[src/rtl/hazard_pkg.sv]
// Shared types and constants for the pipeline hazard/stall controller.
//   state_t    : controller FSM states; the encoding is visible on state_o
//   REG_ZERO   : RV32 hard-wired zero register index
//   WCNT_W     : width of the memory wait counter (covers timeouts up to 65535)
package hazard_pkg;

  localparam int unsigned STATE_W  = 2;
  localparam int unsigned WCNT_W   = 16;
  localparam int unsigned REG_ZERO = 0;

  typedef enum logic [STATE_W-1:0] {
    RUN      = 2'd0,
    MEM_WAIT = 2'd1,
    ERROR    = 2'd2
  } state_t;

endpackage

[src/rtl/hazard_stall_ctrl_if.sv]
// Pipeline-side signal bundle for hazard_stall_ctrl.
//   master : pipeline (ID/EX/MEM) side, drives hazard sources, receives controls
//   slave  : controller side
// Optional macro HAZARD_PERF_EN adds perf_stall_cnt/perf_flush_cnt/perf_wait_cnt.
interface hazard_stall_ctrl_if #(
  parameter int unsigned REG_AW = 5
`ifdef HAZARD_PERF_EN
  , parameter int unsigned CNT_W = 32
`endif
) ();

  logic [REG_AW-1:0] id_rs1;
  logic [REG_AW-1:0] id_rs2;
  logic              id_uses_rs2;
  logic [REG_AW-1:0] ex_rd;
  logic              ex_memread;
  logic              ex_branch_taken;
  logic              mem_req;
  logic              mem_ready;

  logic              stall;
  logic              pc_we;
  logic              ifid_we;
  logic              ifid_flush;
  logic              idex_flush;
  logic              idex_hold;
  logic              exmem_hold;
  logic              memwb_hold;
  logic              err;
  logic [1:0]        state_o;

`ifdef HAZARD_PERF_EN
  logic [CNT_W-1:0]  perf_stall_cnt;
  logic [CNT_W-1:0]  perf_flush_cnt;
  logic [CNT_W-1:0]  perf_wait_cnt;

  modport master (
    output id_rs1, id_rs2, id_uses_rs2, ex_rd, ex_memread, ex_branch_taken,
           mem_req, mem_ready,
    input  stall, pc_we, ifid_we, ifid_flush, idex_flush, idex_hold,
           exmem_hold, memwb_hold, err, state_o,
           perf_stall_cnt, perf_flush_cnt, perf_wait_cnt
  );

  modport slave (
    input  id_rs1, id_rs2, id_uses_rs2, ex_rd, ex_memread, ex_branch_taken,
           mem_req, mem_ready,
    output stall, pc_we, ifid_we, ifid_flush, idex_flush, idex_hold,
           exmem_hold, memwb_hold, err, state_o,
           perf_stall_cnt, perf_flush_cnt, perf_wait_cnt
  );
`else
  modport master (
    output id_rs1, id_rs2, id_uses_rs2, ex_rd, ex_memread, ex_branch_taken,
           mem_req, mem_ready,
    input  stall, pc_we, ifid_we, ifid_flush, idex_flush, idex_hold,
           exmem_hold, memwb_hold, err, state_o
  );

  modport slave (
    input  id_rs1, id_rs2, id_uses_rs2, ex_rd, ex_memread, ex_branch_taken,
           mem_req, mem_ready,
    output stall, pc_we, ifid_we, ifid_flush, idex_flush, idex_hold,
           exmem_hold, memwb_hold, err, state_o
  );
`endif

endinterface

[src/rtl/hazard_detect.sv]
// Combinational load-use detector: flags an ID instruction that reads the
// destination of a load currently in EX (x0 never creates a dependency).
//   id_rs1/id_rs2/id_uses_rs2 : source operands of the ID instruction
//   ex_rd/ex_memread          : destination and load flag of the EX instruction
//   load_use_c                : hazard present this cycle
module hazard_detect
  import hazard_pkg::*;
#(
  parameter int unsigned REG_AW = 5
) (
  input  logic [REG_AW-1:0] id_rs1,
  input  logic [REG_AW-1:0] id_rs2,
  input  logic              id_uses_rs2,
  input  logic [REG_AW-1:0] ex_rd,
  input  logic              ex_memread,
  output logic              load_use_c
);

  logic rd_nonzero;
  logic rs1_hit;
  logic rs2_hit;

  assign rd_nonzero = (ex_rd != REG_AW'(REG_ZERO));
  assign rs1_hit    = (ex_rd == id_rs1);
  assign rs2_hit    = id_uses_rs2 & (ex_rd == id_rs2);
  assign load_use_c = ex_memread & rd_nonzero & (rs1_hit | rs2_hit);

endmodule

[src/rtl/hazard_stall_ctrl.sv]
// Pipeline hazard and stall controller for the 5-stage RV32 core.
// Sequences PC/IF-ID enables, IF-ID/ID-EX flushes and the downstream register
// holds for load-use bubbles, taken-branch flushes and data-memory wait states.
//   clk, rst_n : core clock, asynchronous active-low reset
//   bus        : hazard sources in, pipeline controls out, state_o/err status
// All control outputs are decoded combinationally from the registered state
// and the current inputs. Optional macro HAZARD_PERF_EN adds event counters.
module hazard_stall_ctrl
  import hazard_pkg::*;
#(
  parameter int unsigned REG_AW       = 5,
  parameter int unsigned WAIT_TIMEOUT = 255
`ifdef HAZARD_PERF_EN
  , parameter int unsigned CNT_W = 32
`endif
) (
  input  logic                clk,
  input  logic                rst_n,
  hazard_stall_ctrl_if.slave  bus
);

  localparam logic [WCNT_W-1:0] TIMEOUT = WCNT_W'(WAIT_TIMEOUT);

  state_t            state, state_nx;
  logic [WCNT_W-1:0] wait_cnt, wait_nx;
  logic              load_use;
  logic              mem_busy;
  logic              freeze;

  hazard_detect #(.REG_AW(REG_AW)) u_detect (
    .id_rs1      (bus.id_rs1),
    .id_rs2      (bus.id_rs2),
    .id_uses_rs2 (bus.id_uses_rs2),
    .ex_rd       (bus.ex_rd),
    .ex_memread  (bus.ex_memread),
    .load_use_c  (load_use)
  );

  assign mem_busy    = bus.mem_req & ~bus.mem_ready;
  assign bus.state_o = state;

  // State and wait counter registers
  always_ff @(posedge clk or negedge rst_n) begin
    if (!rst_n) begin
      state    <= RUN;
      wait_cnt <= '0;
    end else begin
      state    <= state_nx;
      wait_cnt <= wait_nx;
    end
  end

  // Next-state and control decode; reset forces the RUN idle controls
  always_comb begin
    state_nx       = state;
    wait_nx        = wait_cnt;
    freeze         = 1'b0;
    bus.stall      = 1'b0;
    bus.pc_we      = 1'b1;
    bus.ifid_we    = 1'b1;
    bus.ifid_flush = 1'b0;
    bus.idex_flush = 1'b0;
    bus.err        = 1'b0;

    if (rst_n) begin
      case (state)
        RUN: begin
          if (mem_busy) begin
            freeze   = 1'b1;
            state_nx = MEM_WAIT;
            wait_nx  = WCNT_W'(1);
          end else if (bus.ex_branch_taken) begin
            bus.ifid_flush = 1'b1;
            bus.idex_flush = 1'b1;
          end else if (load_use) begin
            bus.stall   = 1'b1;
            bus.pc_we   = 1'b0;
            bus.ifid_we = 1'b0;
          end
        end
        MEM_WAIT: begin
          // Branch/load-use stay frozen here and are re-evaluated back in RUN
          if (bus.mem_ready) begin
            state_nx = RUN;
            wait_nx  = '0;
          end else begin
            freeze = 1'b1;
            if (wait_cnt == TIMEOUT) begin
              state_nx = ERROR;
            end else if (wait_cnt < TIMEOUT) begin
              wait_nx = wait_cnt + WCNT_W'(1);
            end
          end
        end
        ERROR: begin
          freeze  = 1'b1;
          bus.err = 1'b1;
        end
        default: begin
          freeze   = 1'b1;
          state_nx = ERROR;
        end
      endcase
    end

    if (freeze) begin
      bus.pc_we   = 1'b0;
      bus.ifid_we = 1'b0;
    end
    bus.idex_hold  = freeze;
    bus.exmem_hold = freeze;
    bus.memwb_hold = freeze;
  end

`ifdef HAZARD_PERF_EN
  // Event counters; no events are decoded in ERROR, so they freeze there
  always_ff @(posedge clk or negedge rst_n) begin
    if (!rst_n) begin
      bus.perf_stall_cnt <= '0;
      bus.perf_flush_cnt <= '0;
      bus.perf_wait_cnt  <= '0;
    end else begin
      if (bus.stall)          bus.perf_stall_cnt <= bus.perf_stall_cnt + CNT_W'(1);
      if (bus.ifid_flush)     bus.perf_flush_cnt <= bus.perf_flush_cnt + CNT_W'(1);
      if (state == MEM_WAIT)  bus.perf_wait_cnt  <= bus.perf_wait_cnt + CNT_W'(1);
    end
  end
`endif

endmodule

[src/flat_wrapper.sv]
// flat-port wrapper written by rule: the top's interface ports become plain ports
module hazard_stall_ctrl_flat import hazard_pkg::*;
#(
  parameter int unsigned REG_AW       = 5,
  parameter int unsigned WAIT_TIMEOUT = 255

)
  (clk, rst_n, bus_id_rs1, bus_id_rs2, bus_id_uses_rs2, bus_ex_rd, bus_ex_memread, bus_ex_branch_taken, bus_mem_req, bus_mem_ready, bus_stall, bus_pc_we, bus_ifid_we, bus_ifid_flush, bus_idex_flush, bus_idex_hold, bus_exmem_hold, bus_memwb_hold, bus_err, bus_state_o);
  hazard_stall_ctrl_if #(.REG_AW(REG_AW)) bus_i ();
  input  logic clk;
  input  logic rst_n;
  input wire logic [$bits(bus_i.id_rs1)-1:0] bus_id_rs1;
  input wire logic [$bits(bus_i.id_rs2)-1:0] bus_id_rs2;
  input wire logic [$bits(bus_i.id_uses_rs2)-1:0] bus_id_uses_rs2;
  input wire logic [$bits(bus_i.ex_rd)-1:0] bus_ex_rd;
  input wire logic [$bits(bus_i.ex_memread)-1:0] bus_ex_memread;
  input wire logic [$bits(bus_i.ex_branch_taken)-1:0] bus_ex_branch_taken;
  input wire logic [$bits(bus_i.mem_req)-1:0] bus_mem_req;
  input wire logic [$bits(bus_i.mem_ready)-1:0] bus_mem_ready;
  output wire logic [$bits(bus_i.stall)-1:0] bus_stall;
  output wire logic [$bits(bus_i.pc_we)-1:0] bus_pc_we;
  output wire logic [$bits(bus_i.ifid_we)-1:0] bus_ifid_we;
  output wire logic [$bits(bus_i.ifid_flush)-1:0] bus_ifid_flush;
  output wire logic [$bits(bus_i.idex_flush)-1:0] bus_idex_flush;
  output wire logic [$bits(bus_i.idex_hold)-1:0] bus_idex_hold;
  output wire logic [$bits(bus_i.exmem_hold)-1:0] bus_exmem_hold;
  output wire logic [$bits(bus_i.memwb_hold)-1:0] bus_memwb_hold;
  output wire logic [$bits(bus_i.err)-1:0] bus_err;
  output wire logic [$bits(bus_i.state_o)-1:0] bus_state_o;
  assign bus_i.id_rs1 = bus_id_rs1;
  assign bus_i.id_rs2 = bus_id_rs2;
  assign bus_i.id_uses_rs2 = bus_id_uses_rs2;
  assign bus_i.ex_rd = bus_ex_rd;
  assign bus_i.ex_memread = bus_ex_memread;
  assign bus_i.ex_branch_taken = bus_ex_branch_taken;
  assign bus_i.mem_req = bus_mem_req;
  assign bus_i.mem_ready = bus_mem_ready;
  assign bus_stall = bus_i.stall;
  assign bus_pc_we = bus_i.pc_we;
  assign bus_ifid_we = bus_i.ifid_we;
  assign bus_ifid_flush = bus_i.ifid_flush;
  assign bus_idex_flush = bus_i.idex_flush;
  assign bus_idex_hold = bus_i.idex_hold;
  assign bus_exmem_hold = bus_i.exmem_hold;
  assign bus_memwb_hold = bus_i.memwb_hold;
  assign bus_err = bus_i.err;
  assign bus_state_o = bus_i.state_o;
  hazard_stall_ctrl #(.REG_AW(REG_AW), .WAIT_TIMEOUT(WAIT_TIMEOUT)) u_core (.clk(clk), .rst_n(rst_n), .bus(bus_i));
endmodule
[config.mk]
export PLATFORM = sky130hd
export DESIGN_NAME = hazard_stall_ctrl_flat
export DESIGN_NICKNAME = d
export VERILOG_FILES = /design/src/rtl/hazard_pkg.sv /design/src/rtl/hazard_stall_ctrl_if.sv /design/src/rtl/hazard_detect.sv /design/src/rtl/hazard_stall_ctrl.sv /design/src/flat_wrapper.sv
export SDC_FILE = /design/constraint.sdc
export NUM_CORES = 1
export LEC_CHECK = 0
export BUFFER_PORTS_ARGS = -buffer_cell sky130_fd_sc_hd__clkbuf_2
export CORE_UTILIZATION = 30
export DETAILED_ROUTE_END_ITERATION = 6
export GPL_TIMING_DRIVEN = 0
export SYNTH_ARGS = -nofsm -noshare
export SYNTH_HDL_FRONTEND = slang
export SYNTH_SLANG_ARGS = --single-unit
[constraint.sdc]
create_clock -name clk -period 3.6 [get_ports clk]
set_input_delay 0.72 -clock clk [delete_from_list [all_inputs] [get_ports clk]]
set_output_delay 0.72 -clock clk [all_outputs]
set_load 0.05 [all_outputs]
# Yosys cells after proc, flatten, opt, wreduce, memory -nomap -nowiden
# Cells that the tools add are included.
# word_totals
inputBits	22
elab_cells	55
register_bits	18
output_inout_bits	11
# classes
addsub	1
magnitude_cmp	1
reduce_logical	5
eq_ne	9
mux	30
bitwise	7
# ops
operator	count
16-bit two-way mux	4
16-bit one-hot mux with 2 select lines	1
1-bit two-way mux	20
16-bit by 1-bit adder with 16-bit output, second input constant	1
16-bit by 8-bit == test with 1-bit output, second input constant	1
16-bit by 8-bit less-than comparator with 1-bit output, second input constant	1
5-bit == test	2
2-bit two-way mux	3
3-bit by 2-bit inequality test with 1-bit output, second input constant	2
2-bit one-hot mux with 3 select lines	1
5-bit AND reduction	1
5-bit nonzero test	1
1-bit bitwise AND	4
4-bit AND reduction	1
3-bit inequality test, second input constant	1
2-bit by 1-bit == test with 1-bit output, second input constant	1
2-bit == test, second input constant	1
2-bit logical NOT	1
2-bit by 1-bit inequality test with 1-bit output, second input constant	1
1-bit NOT	2
1-bit one-hot mux with 2 select lines	1
2-bit nonzero test	1
1-bit OR	1

# Logic depth before layout (Yosys ltp)
# Gate-level depths: netlist of run 1.
# logic_depth
ltp_word	10
ltp_mapped	6
depth_no_buf	5

# By module
# A second synthesis of run 1 with hierarchy kept.
# unflattened
hier_cells	120
hier_area_um2	1164.9
# by_module_without_submodules
mod	cells_per_inst	seq_area_each_um2	instances	area_per_inst_um2
hazard_stall_ctrl	103	450.4	1	1032.2
hazard_detect	17	0.0	1	132.6

# Worst setup path after synthesis of run 1
# Ideal clock, no wire load.
# synth_path
kind	input-to-output
from	input bus_ex_rd[3]
to	output bus_stall
cell_stages	4
n_path_buf	0
t_arrival_ns	2.826
path_slack_ns	0.054
cell_sequence	xor2_1 -> nor4_1 -> a32oi_1 -> nor4_1
# synth_via
elab_chain_len	9
word_cells_on_any_way	12
# synth_lines
item	line	text
from (decl)	flat_wrapper.sv:15	input wire logic [$bits(bus_i.ex_rd)-1:0] bus_ex_rd;
5-bit == test	hazard_detect.sv:25	assign rs2_hit = id_uses_rs2 & (ex_rd == id_rs2);
1-bit bitwise AND	hazard_detect.sv:25	
1-bit OR	hazard_detect.sv:26	assign load_use_c = ex_memread & rd_nonzero & (rs1_hit | rs2_hit);
1-bit bitwise AND *	hazard_detect.sv:26	
1-bit two-way mux *	hazard_stall_ctrl.sv:75	end else if (load_use) begin
1-bit two-way mux *	hazard_stall_ctrl.sv:72	end else if (bus.ex_branch_taken) begin
1-bit two-way mux *	hazard_stall_ctrl.sv:68	if (mem_busy) begin
1-bit two-way mux *	hazard_stall_ctrl.sv:66	case (state)
1-bit two-way mux *	hazard_stall_ctrl.sv:65	if (rst_n) begin
to (decl)	flat_wrapper.sv:20	output wire logic [$bits(bus_i.stall)-1:0] bus_stall;
# Every way passes the cells marked *; elsewhere a longest branch is shown, timed or not.

# Final worst setup path of run 1
# layout_path
from	input rst_n
to	output bus_pc_we
# layout_via
elab_chain_len	2
word_cells_on_any_way	3
# layout_lines
item	line	text
from (decl)	flat_wrapper.sv:11	input logic rst_n;
1-bit two-way mux	hazard_stall_ctrl.sv:65	
1-bit two-way mux *	hazard_stall_ctrl.sv:106	if (freeze) begin
to (decl)	flat_wrapper.sv:21	output wire logic [$bits(bus_i.pc_we)-1:0] bus_pc_we;
# Marked as above.

==> out/results.ini, run 1 <==
[global_route]
grt_pass1_wl_um = 4390
grt_max_degree = 23
first_global_vias = 1015
gr-total-overflow = 0
track_usage = 0.136
antenna_found_initial = 0

[setup_path]
slowest_stage = or4_1
cpPeakStageDelay_ps = 540
crit_arrival_ps = 2670
r2r_slack_ps = 1790
worstReg2RegStart = u_core.wait_cnt[14]$_DFFE_PN0P_
cp_cell_sequence = buf_2 > inv_1 > or4_1 > or3_1 > o21ba_1 > buf_4 > clkbuf_2
worstReg2RegEnd = u_core.wait_cnt[4]$_DFFE_PN0P_
reg2reg_depth = 5
critPathLaunchType = input port
crit_path_end_kind = primary output
required_ps = 2880
crit_fanout = 22
crit_type = in -> out

[clock_tree]
clk_latency_ps = 290
cts_hold_buf = 0
ctsResizeCount = 0
h-tree-depth = 1
cts_setup_buffers = 0
numCtsBuffers = 3
cts_sinks = 18
clkSlewWorstSetupHoldPaths_ps = 110
cts_max_path_buffers = 2
root_buffer = clkbuf_4
cts_tree = yes

[floorplan]
start_util = 0.319
core_area_um2 = 3420
die_h_um = 62.3
fp.dieW_um = 62.3
io_pins = 33
num_rows = 21
dieArea_um2 = 3880

[timing]
whs_ps = 361
max_freq_mhz = 295
setup-violations-final = 0
max_slew_margin = 0.682
fin_skew_ps = 7.54
rsz0062_at_grt = false
tns_ps = 0
worst_pin_slew_ps = 475
hold_violations = 0
drv_slew = 0
min_period_over_period = 0.942
period_minus_slack_ps = 3390

[synth]
synth_area_per_cell_um2 = 9.66
ys_types = 38
synth-seq-area-share = 0.413
ys_ff_latch = 18
async_reset_ff_frac = 1.00
synth_edf_count = 0
synthTopCellsByArea = dfrtp_1, xor2_1, and2_1
synth_nets = 136
netlist_instances = 113
syn_area_um2 = 1090
ys.flop_type = dfrtp_1
synth_area_leader_cell = dfrtp_1
yosysTopAreaCellShare = 0.413
yosysWarnings = 0

[final_layout]
syn_to_final_growth_pct = 23.3
nets = 173
fin_util = 0.394
n_antenna_cell = 0
drive_above_1_share = 0.309
fillers = 345

[drt]
drc = 0
wl_um = 2380
postRouteAntennaNets = 0
drt_pre_antenna_iters = 4
wire_per_inst_um = 12.2
viasPerCell = 5.02
drt_iter0_drc = 39
num_vias = 979

[status]
run_status = finished clean

[power_and_ir_drop]
power.leakage_nw = 0.641
power_density_nw_per_um2 = 288
p_total_w = 0.000387
vdd_drop_max_mv = 0.145

[placement]
dpl.hpwl_um = 1900
place.port_buffers = 32
gp_congestion = 0.788

[job]
maxCapViolCount = 0

[hold_path]
min_path_type = in -> async

## worst max-delay path by stage
| stage | cells after the start | end | slack, ps | from |
|---|---|---|---|---|
| 5_1_grt | 7 | bus_pc_we | 40 | rst_n |
| 3_5_place_dp | 7 | bus_pc_we | 110 | rst_n |
| 6_report | 7 | bus_pc_we | 210 | rst_n |
| 2_1_floorplan | 4 | bus_stall | 50 | bus_ex_rd[3] |
| 4_1_cts | 7 | bus_pc_we | 130 | rst_n |
| 3_3_place_gp | 7 | bus_pc_we | 230 | rst_n |
## cells in the final DEF (no fill, tap or decap), types with 2 or more instances in the layout
master and instances:
a21oi_1 6, and2_1 9, buf_2 2, buf_4 4
clkbuf_1 2, clkbuf_2 31, clkbuf_4 3, dfrtp_1 18
inv_1 5, mux2_2 2, mux2i_1 2, nand2_1 5
nand2b_1 2, nand3_1 6, nor2_1 4, nor3_1 2
nor4_1 4, o2111ai_1 2, o21ai_1 2, o31ai_1 4
or4_1 6, xor2_1 9
## kinds of logic (layout without fill, tap and decap cells)
| logic type | after synthesis | in the layout | share of synthesized area |
|---|---|---|---|
| mux | 4 | 4 | 0.0390 |
| fa+ha+maj | 1 | 1 | 0.0115 |
| buf+inv | 12 | 48 | 0.0562 |
| flops | 18 | 18 | 0.413 |
| compound gates | 21 | 21 | 0.130 |
| simple gates | 47 | 47 | 0.271 |
| xor+xnor | 10 | 10 | 0.0803 |
## sequential cells by signal, summed over array words and instances, names as in the netlist
name,flops
u_core.wait_cnt,16
u_core.bus.state_o,2
## area by class of cell
type | count | area, µm² | area share
inverters | 5 | 18.8 | 0.0140
flip-flops and latches | 18 | 450 | 0.335
clock buffers | 4 | 36.3 | 0.0270
repair buffers | 32 | 160 | 0.119
plain buffers | 7 | 42.5 | 0.0316
multi-input cells | 83 | 579 | 0.431
well taps | 46 | 57.6 | 0.0428
## report_power, final
| group | internal [W] | total [W] | switching [W] | leakage, nW |
|---|---|---|---|---|
| Combinational | 0.0000217 | 0.0000600 | 0.0000382 | 0.374 |
| Sequential | 0.000203 | 0.000204 | 0.00000127 | 0.246 |
| Clock | 0.0000616 | 0.000123 | 0.0000612 | 0.0210 |
| Total | 0.000286 | 0.000387 | 0.000101 | 0.641 |
## through the flow
step | cells | area [µm²] | setup slack, ps
final | 195 | 1350 | 209
after global routing | 195 | 1350 | 36.2
after CTS | 195 | 1350 | 132
after detailed placement | 191 | 1310 | 110
after global placement | 191 | 1310 | 227
after floorplan | 113 | 1090 | 54.5
## synthesized netlist by cell type, types with 4 or more instances
library cell / count
dfrtp_1: 18
and2_1: 9
xor2_1: 9
a21oi_1: 6
nand3_1: 6
or4_1: 6
inv_1: 5
nand2_1: 5
buf_4: 4
nor2_1: 4
nor4_1: 4
o31ai_1: 4
## per-layer routing
metal  GRT usage  routed length, µm  vias to the layer above
met1       0.166               1030                      465
li1            -                  -                      483
met2       0.246               1220                       31
met3      0.0221                134                        0
met5           0                  0                        -
met4      0.0349                  0                        0
## critical path, delay by kind of cell
| kind | cells | cell delay (ps) |
|---|---|---|
| buffers and inverters | 4 | 860 |
| AOI/OAI and AO/OA | 1 | 200 |
| and+or+nand+nor | 2 | 890 |
(Power assumes the default switching activity.)
==> run 2, diff against run 1 <==
- CELL_PAD_IN_SITES_DETAIL_PLACEMENT: not set -> 0
- CELL_PAD_IN_SITES_GLOBAL_PLACEMENT: not set -> 1
- PLACE_DENSITY_LB_ADDON: not set -> 0.1
- SYNTH_HIERARCHICAL: not set -> 1
==> run 2 against run 1 <==
  * Clock-buffer cell count unchanged
  * Critical path depth increased by 1
  * Via count increased by 3.5%
  * Non-clock buffer count unchanged
  * Worst hold slack improved by 69 ps
  * Final cell count increased by 4.6%
  * Area after synthesis increased by 6.8%
  * Largest cell class unchanged
  * Largest power group is now combinational cells
  * Highest routed layer is now met4
==> out/results.ini, run 2 <==
[clock_tree]
cts_max_path_buffers = 2  ; unchanged
numCtsBuffers = 3  ; unchanged
cts_setup_buffers = 0  ; unchanged
cts_hold_buf = 0  ; unchanged
cts_sinks = 18  ; unchanged
root_buffer = clkbuf_8
ctsResizeCount = 0  ; unchanged
clk_latency_ps = 260  ; -30 ps
cts_tree = yes
h-tree-depth = 1  ; unchanged
clkSlewWorstSetupHoldPaths_ps = 70  ; -40 ps

[setup_path]
crit_fanout = 3  ; -86%
r2r_slack_ps = 1780  ; about the same
worstReg2RegStart = u_core/bus.state_o[0]$_DFFE_PN0P_
worstReg2RegEnd = u_core/wait_cnt[0]$_DFFE_PN0P_
critPathLaunchType = input port
critPathLaunch = bus_ex_rd[1]
crit_arrival_ps = 2240  ; -430 ps
required_ps = 2880  ; about the same
cp-endpoint = bus_pc_we
crit_path_end_kind = primary output
cpMostUsedCell = clkbuf_2
cpPeakStageDelay_ps = 510  ; -30 ps
slowest_stage = or4_1
cp_cell_sequence = clkbuf_2 > or4_1 > o21ai_1 > a21oi_1 > and4b_1 > nor2_1 > buf_4 > clkbuf_2
crit_type = in -> out
reg2reg_depth = 4  ; -1

[synth]
ys_types = 39  ; +2.6%
synth-seq-area-share = 0.387  ; -0.0262
yosysTopAreaCellShare = 0.387  ; -0.0262
synth_area_per_cell_um2 = 9.71  ; +0.54%
synth_area_leader_cell = dfrtp_1
synth_nets = 143  ; +5.1%
ys_ff_latch = 18  ; unchanged
synthTopCellsByCount = dfrtp_1, nand2_1, nand3_1, nor2b_1, xor2_1
async_reset_ff_frac = 1.00  ; unchanged
netlist_instances = 120  ; +6.2%
synth_edf_count = 0  ; unchanged
ys.flop_type = dfrtp_1
synthTopCellsByArea = dfrtp_1, nor2b_1, xor2_1
syn_area_um2 = 1160  ; +6.8%
synth_most_common_cell = dfrtp_1
yosysWarnings = 6  ; +6

[job]
maxCapViolCount = 0  ; unchanged

[placement]
dp_slack_ps = 632  ; +522 ps
gp_congestion = 0.751  ; -4.6%
place.port_buffers = 32  ; unchanged
dpl.hpwl_um = 2030  ; +6.4%
dp.cells = 200  ; +4.7%

[final_layout]
final_cell_mix = clkbuf_2, dfrtp_1, nor2b_1, nand2_1, nand3_1
regArea_um2 = 450  ; unchanged
n_antenna_cell = 0  ; unchanged
multi_input_area_um2 = 657  ; +13%
instances_no_fill = 204  ; +4.6%
largest_register_ffs = 16  ; unchanged
largest_register = u_core/wait_cnt
drive_above_1_share = 0.333  ; +0.0246
nets = 180  ; +4.0%
fillers = 402  ; +17%
syn_to_final_growth_pct = 23.6
final_common_cell = clkbuf_2
fin_util = 0.390  ; -0.00334

[timing]
hold_violations = 0  ; unchanged
worst_slack_ps = 641  ; +432 ps
setup-violations-final = 0  ; unchanged
max_slew_margin = 0.562  ; -0.120
worst_pin_slew_ps = 653  ; +178 ps
tns_ps = 0  ; unchanged
max_freq_mhz = 338  ; +15%
min_period_over_period = 0.822  ; -0.120
fin_skew_ps = 3.31  ; -4.23 ps
drv_slew = 0  ; unchanged
period_minus_slack_ps = 2960  ; -432 ps
rsz0062_at_grt = false

[global_route]
gr-total-overflow = 0  ; unchanged
track_usage = 0.146  ; +0.0104
antenna_found_initial = 0  ; unchanged
grt_pass1_wl_um = 4630  ; +5.5%
grt_max_degree = 24  ; +4.3%
first_global_vias = 1025  ; +0.99%

[floorplan]
fp.dieW_um = 64.3  ; +3.2%
io_pins = 33  ; unchanged
dieArea_um2 = 4140  ; +6.5%
die_h_um = 64.3  ; +3.2%
num_rows = 22  ; +4.8%
core_area_um2 = 3690  ; +8.0%
start_util = 0.316  ; -0.00361

[drt]
drt_pre_antenna_iters = 4  ; unchanged
postRouteAntennaNets = 0  ; unchanged
drt_iter0_drc = 19  ; -51%
num_vias = 1013  ; +3.5%
drc = 0  ; unchanged
viasPerCell = 4.97  ; -1.1%
wl_um = 2660  ; +12%
wire_per_inst_um = 13.0  ; +6.7%

[power_and_ir_drop]
vdd_drop_max_mv = 0.326  ; +120%
power_density_nw_per_um2 = 520  ; +81%
power.leakage_nw = 0.672  ; +5.0%

[status]
run_status = finished clean

[hold_path]
min_path_type = in -> async

## run 2: stage by stage
| stage | power (W) | instance area [µm²] | hold slack (ps) |
|---|---|---|---|
| 2_1_floorplan | 0.000503 | 1160 | 424 |
| 3_3_place_gp | 0.000583 | 1390 | 538 |
| 3_5_place_dp | 0.000587 | 1390 | 549 |
| 4_1_cts | 0.000761 | 1440 | 453 |
| 5_1_grt | 0.000796 | 1440 | 483 |
| 6_report | 0.000749 | 1440 | 430 |
## run 2: kinds of logic (layout without fill, tap and decap cells)
group | after synthesis | in the layout | share of synthesized area
adder cells (fa/ha/maj) | 1 | 1 | 0.0107
buffers and inverters | 9 | 45 | 0.0494
flip-flops | 18 | 18 | 0.387
AO/OA/AOI/OAI | 20 | 20 | 0.125
AND/OR/NAND/NOR | 58 | 58 | 0.316
multiplexers | 4 | 4 | 0.0376
XOR/XNOR | 10 | 10 | 0.0752
## run 2: worst max-delay path: cells and delay by family
| family | cells | cell delay, ps |
|---|---|---|
| and+or+nand+nor | 3 | 840 |
| AOI/OAI and AO/OA | 2 | 180 |
| buffers and inverters | 3 | 490 |
## run 2: cell type report
cell class / count / share of cell area
Multi-Input combinational cell: 93 / 0.456
Sequential cell: 18 / 0.313
Timing Repair Buffer: 32 / 0.111
Tap cell: 48 / 0.0417
Clock buffer: 4 / 0.0382
Buffer: 7 / 0.0348
Inverter: 2 / 0.00521
## run 2: how the worst min path moves through the flow
stage | endpoint | cells after the start | startpoint
floorplan | u_core/bus.state_o[0]$_DFFE_PN0P_ | 0 | rst_n
global placement | u_core/wait_cnt[9]$_DFFE_PN0P_ | 1 | u_core/wait_cnt[9]$_DFFE_PN0P_
detailed placement | u_core/wait_cnt[9]$_DFFE_PN0P_ | 1 | u_core/wait_cnt[9]$_DFFE_PN0P_
CTS | u_core/wait_cnt[3]$_DFFE_PN0P_ | 1 | rst_n
global route | u_core/wait_cnt[3]$_DFFE_PN0P_ | 1 | rst_n
finish | u_core/wait_cnt[3]$_DFFE_PN0P_ | 1 | rst_n
## run 2: power by group
group	switching [W]	internal, W
registers	0.0000381	0.000228
clock network	0.0000731	0.0000974
logic	0.000216	0.0000970
total	0.000327	0.000422
## run 2: layer usage
layer  GRT usage  share of wire  wire length [µm]  vias to the layer above
li1            -              -                 -                      510
met2       0.246           0.47              1240                       18
met4      0.0667          0.017                44                        0
met1       0.179           0.48              1260                      480
met3      0.0268          0.040               107                        5
met5           0              0                 0                        -
==> run 3, diff against run 2 <==
- ABC_AREA: not set -> 1
- clock period: 3.6 -> 2.65 ns (I/O delays scaled with it)
==> run 3 against run 2 <==
  * Wire length grew 6.8%
  * Sequential power increased by 3%
  * Largest cell class unchanged
  * Non-clock buffer count is 2 lower
  * Final cell count is 43% higher
==> out/results.ini, run 3 <==
[floorplan]
num_rows = 23  ; +4.5%
core_area_um2 = 4090  ; +11%
io_pins = 33  ; unchanged
fp.dieW_um = 67.9  ; +5.6%
start_util = 0.319  ; +0.00293
die_h_um = 67.9  ; +5.6%
dieArea_um2 = 4610  ; +11%

[power_and_ir_drop]
power_density_nw_per_um2 = 370  ; -29%
power.leakage_nw = 0.880  ; +31%
vdd_drop_max_mv = 0.284  ; -13%

[synth]
netlist_instances = 205  ; +71%
synth_edf_count = 0  ; unchanged
synth-seq-area-share = 0.346  ; -0.0409
synthTopCellsByCount = nand2_1, nor2_1, inv_1
ys.flop_type = dfrtp_1
synth_area_leader_cell = dfrtp_1
synth_most_common_cell = nand2_1
async_reset_ff_frac = 1.00  ; unchanged
yosysWarnings = 6  ; unchanged
ys_ff_latch = 18  ; unchanged
syn_area_um2 = 1300  ; +12%
yosysTopAreaCellShare = 0.346  ; -0.0409
synth_area_per_cell_um2 = 6.35  ; -35%
ys_types = 25  ; -36%
synthTopCellsByArea = dfrtp_1, nand2_1, nor2_1
synth_nets = 228  ; +59%

[timing]
rsz0062_at_grt = false
max_slew_margin = 0.619  ; +0.0569
period_minus_slack_ps = 2350
worst_pin_slew_ps = 572  ; -81.0 ps
setup-violations-final = 0  ; unchanged
hold_violations = 0  ; unchanged
drv_slew = 0  ; unchanged
tns_ps = 0  ; unchanged
min_period_over_period = 0.887
fin_skew_ps = 4.31  ; +0.998 ps
whs_ps = 252  ; -178 ps
max_freq_mhz = 425

[global_route]
gr-total-overflow = 0  ; unchanged
first_global_vias = 1097  ; +7.0%
grt_pass1_wl_um = 4720  ; +1.9%
antenna_found_initial = 0  ; unchanged
track_usage = 0.139  ; -0.00685
grt_max_degree = 23  ; -4.2%

[final_layout]
n_antenna_cell = 0  ; unchanged
largest_register_ffs = 16  ; unchanged
nets = 265  ; +47%
drive_above_1_share = 0.249  ; -0.0844
largest_register = u_core/wait_cnt
final_cell_mix = nand2_1, nor2_1, clkbuf_2
syn_to_final_growth_pct = 21.5
final_common_cell = nand2_1

[setup_path]
required_ps = 2120  ; -760 ps
crit_fanout = 3  ; unchanged
crit_type = in -> out
crit_path_end_kind = primary output
critPathLaunchType = input port
crit_arrival_ps = 1820  ; -420 ps

[drt]
wire_per_inst_um = 9.75  ; -25%
drt_iter0_drc = 39  ; +20
wl_um = 2840  ; +6.8%
num_vias = 1250  ; +23%
postRouteAntennaNets = 0  ; unchanged
viasPerCell = 4.30  ; -13%
drt_pre_antenna_iters = 4  ; unchanged
drc = 0  ; unchanged

[clock_tree]
cts_sinks = 18  ; unchanged
ctsResizeCount = 0  ; unchanged
root_buffer = clkbuf_8
h-tree-depth = 1  ; unchanged
cts_setup_buffers = 0  ; unchanged
cts_max_path_buffers = 2  ; unchanged
numCtsBuffers = 3  ; unchanged
cts_hold_buf = 0  ; unchanged
clk_latency_ps = 260  ; about the same
cts_tree = yes
clkSlewWorstSetupHoldPaths_ps = 70  ; about the same

[placement]
dpl.hpwl_um = 2160  ; +6.8%
place.port_buffers = 32  ; unchanged
gp_congestion = 0.772  ; +2.8%

[job]
maxCapViolCount = 0  ; unchanged

[status]
run_status = finished clean

[hold_path]
min_path_type = in -> async

run 3: changes by cell type in the layout (fill, tap and decap cells not counted), sizes merged, moves of 6 or more:
cell / change
nand2: +68
inv: +32
nor2b: -11
o211ai: -7
nor2: +38
or4: -6
xor2: -7
run 3: metal layers:
| metal | GRT usage | vias to the layer above | part of all wire |
|---|---|---|---|
| met5 | 0 | - | 0 |
| met4 | 0.0625 | 0 | 0.018 |
| met3 | 0.0217 | 5 | 0.048 |
| met2 | 0.243 | 29 | 0.47 |
| met1 | 0.168 | 534 | 0.47 |
| li1 | - | 682 | - |
run 3: stage by stage:
stage	cell area [µm²]	power, W	setup slack (ps)	util	std cells
final	1580	0.000586	298	0.387	291
after CTS	1580	0.000595	265	0.387	291
after global placement	1530	0.000364	248	0.374	287
after floorplan	1310	0.000327	30.6	-	205
after global routing	1580	0.000613	115	0.387	291
after detailed placement	1530	0.000364	262	0.374	287
run 3: power breakdown:
group	leakage (nW)	switching [W]	internal, W
Sequential	0.205	0	0.000275
Clock	0.0288	0.0000964	0.000132
Combinational	0.647	0.0000543	0.0000285
Total	0.880	0.000151	0.000435
run 3: kinds of logic after synthesis:
logic type,count (synthesis),synth area share
flip-flops,18,0.346
adder cells (fa/ha/maj),1,0.00960
buffers and inverters,39,0.132
XOR/XNOR,1,0.00673
AO/OA/AOI/OAI,7,0.0384
AND/OR/NAND/NOR,139,0.468
run 3: final timing paths:
| check | start | endpoint | slack, ps | depth (start not counted) |
|---|---|---|---|---|
| min in group clk | u_core/wait_cnt[8]$_DFFE_PN0P_ | u_core/wait_cnt[8]$_DFFE_PN0P_ | 490 | 2 |
| hold reg to reg | u_core/wait_cnt[8]$_DFFE_PN0P_ | u_core/wait_cnt[8]$_DFFE_PN0P_ | 490 | 2 |
| setup reg to reg | u_core/wait_cnt[0]$_DFFE_PN0P_ | u_core/wait_cnt[12]$_DFFE_PN0P_ | 950 | 8 |
| max in group asynchronous | rst_n | u_core/wait_cnt[14]$_DFFE_PN0P_ | 2020 | 1 |
| hold / removal | rst_n | u_core/wait_cnt[7]$_DFFE_PN0P_ | 250 | 1 |
| setup / recovery | bus_ex_rd[3] | bus_pc_we | 300 | 12 |
run 3: area by class of cell:
type | instances | area (µm²)
plain buffers | 5 | 41.3
multi-input cells | 148 | 683
repair buffers | 32 | 160
inverters | 34 | 130
flip-flops and latches | 18 | 450
fillers | 465 | 2500
well taps | 50 | 62.6
clock buffers | 4 | 55.1
run 3: critical path, stage by stage:
cell      delay (ps)
clkbuf_2         100
inv_1             60
nand2_1           60
nand2_1           40
nor2_1           110
nand3_1           80
a21oi_1          170
nand2_1           90
o22ai_1          160
inv_1             70
buf_4            120
clkbuf_2         220
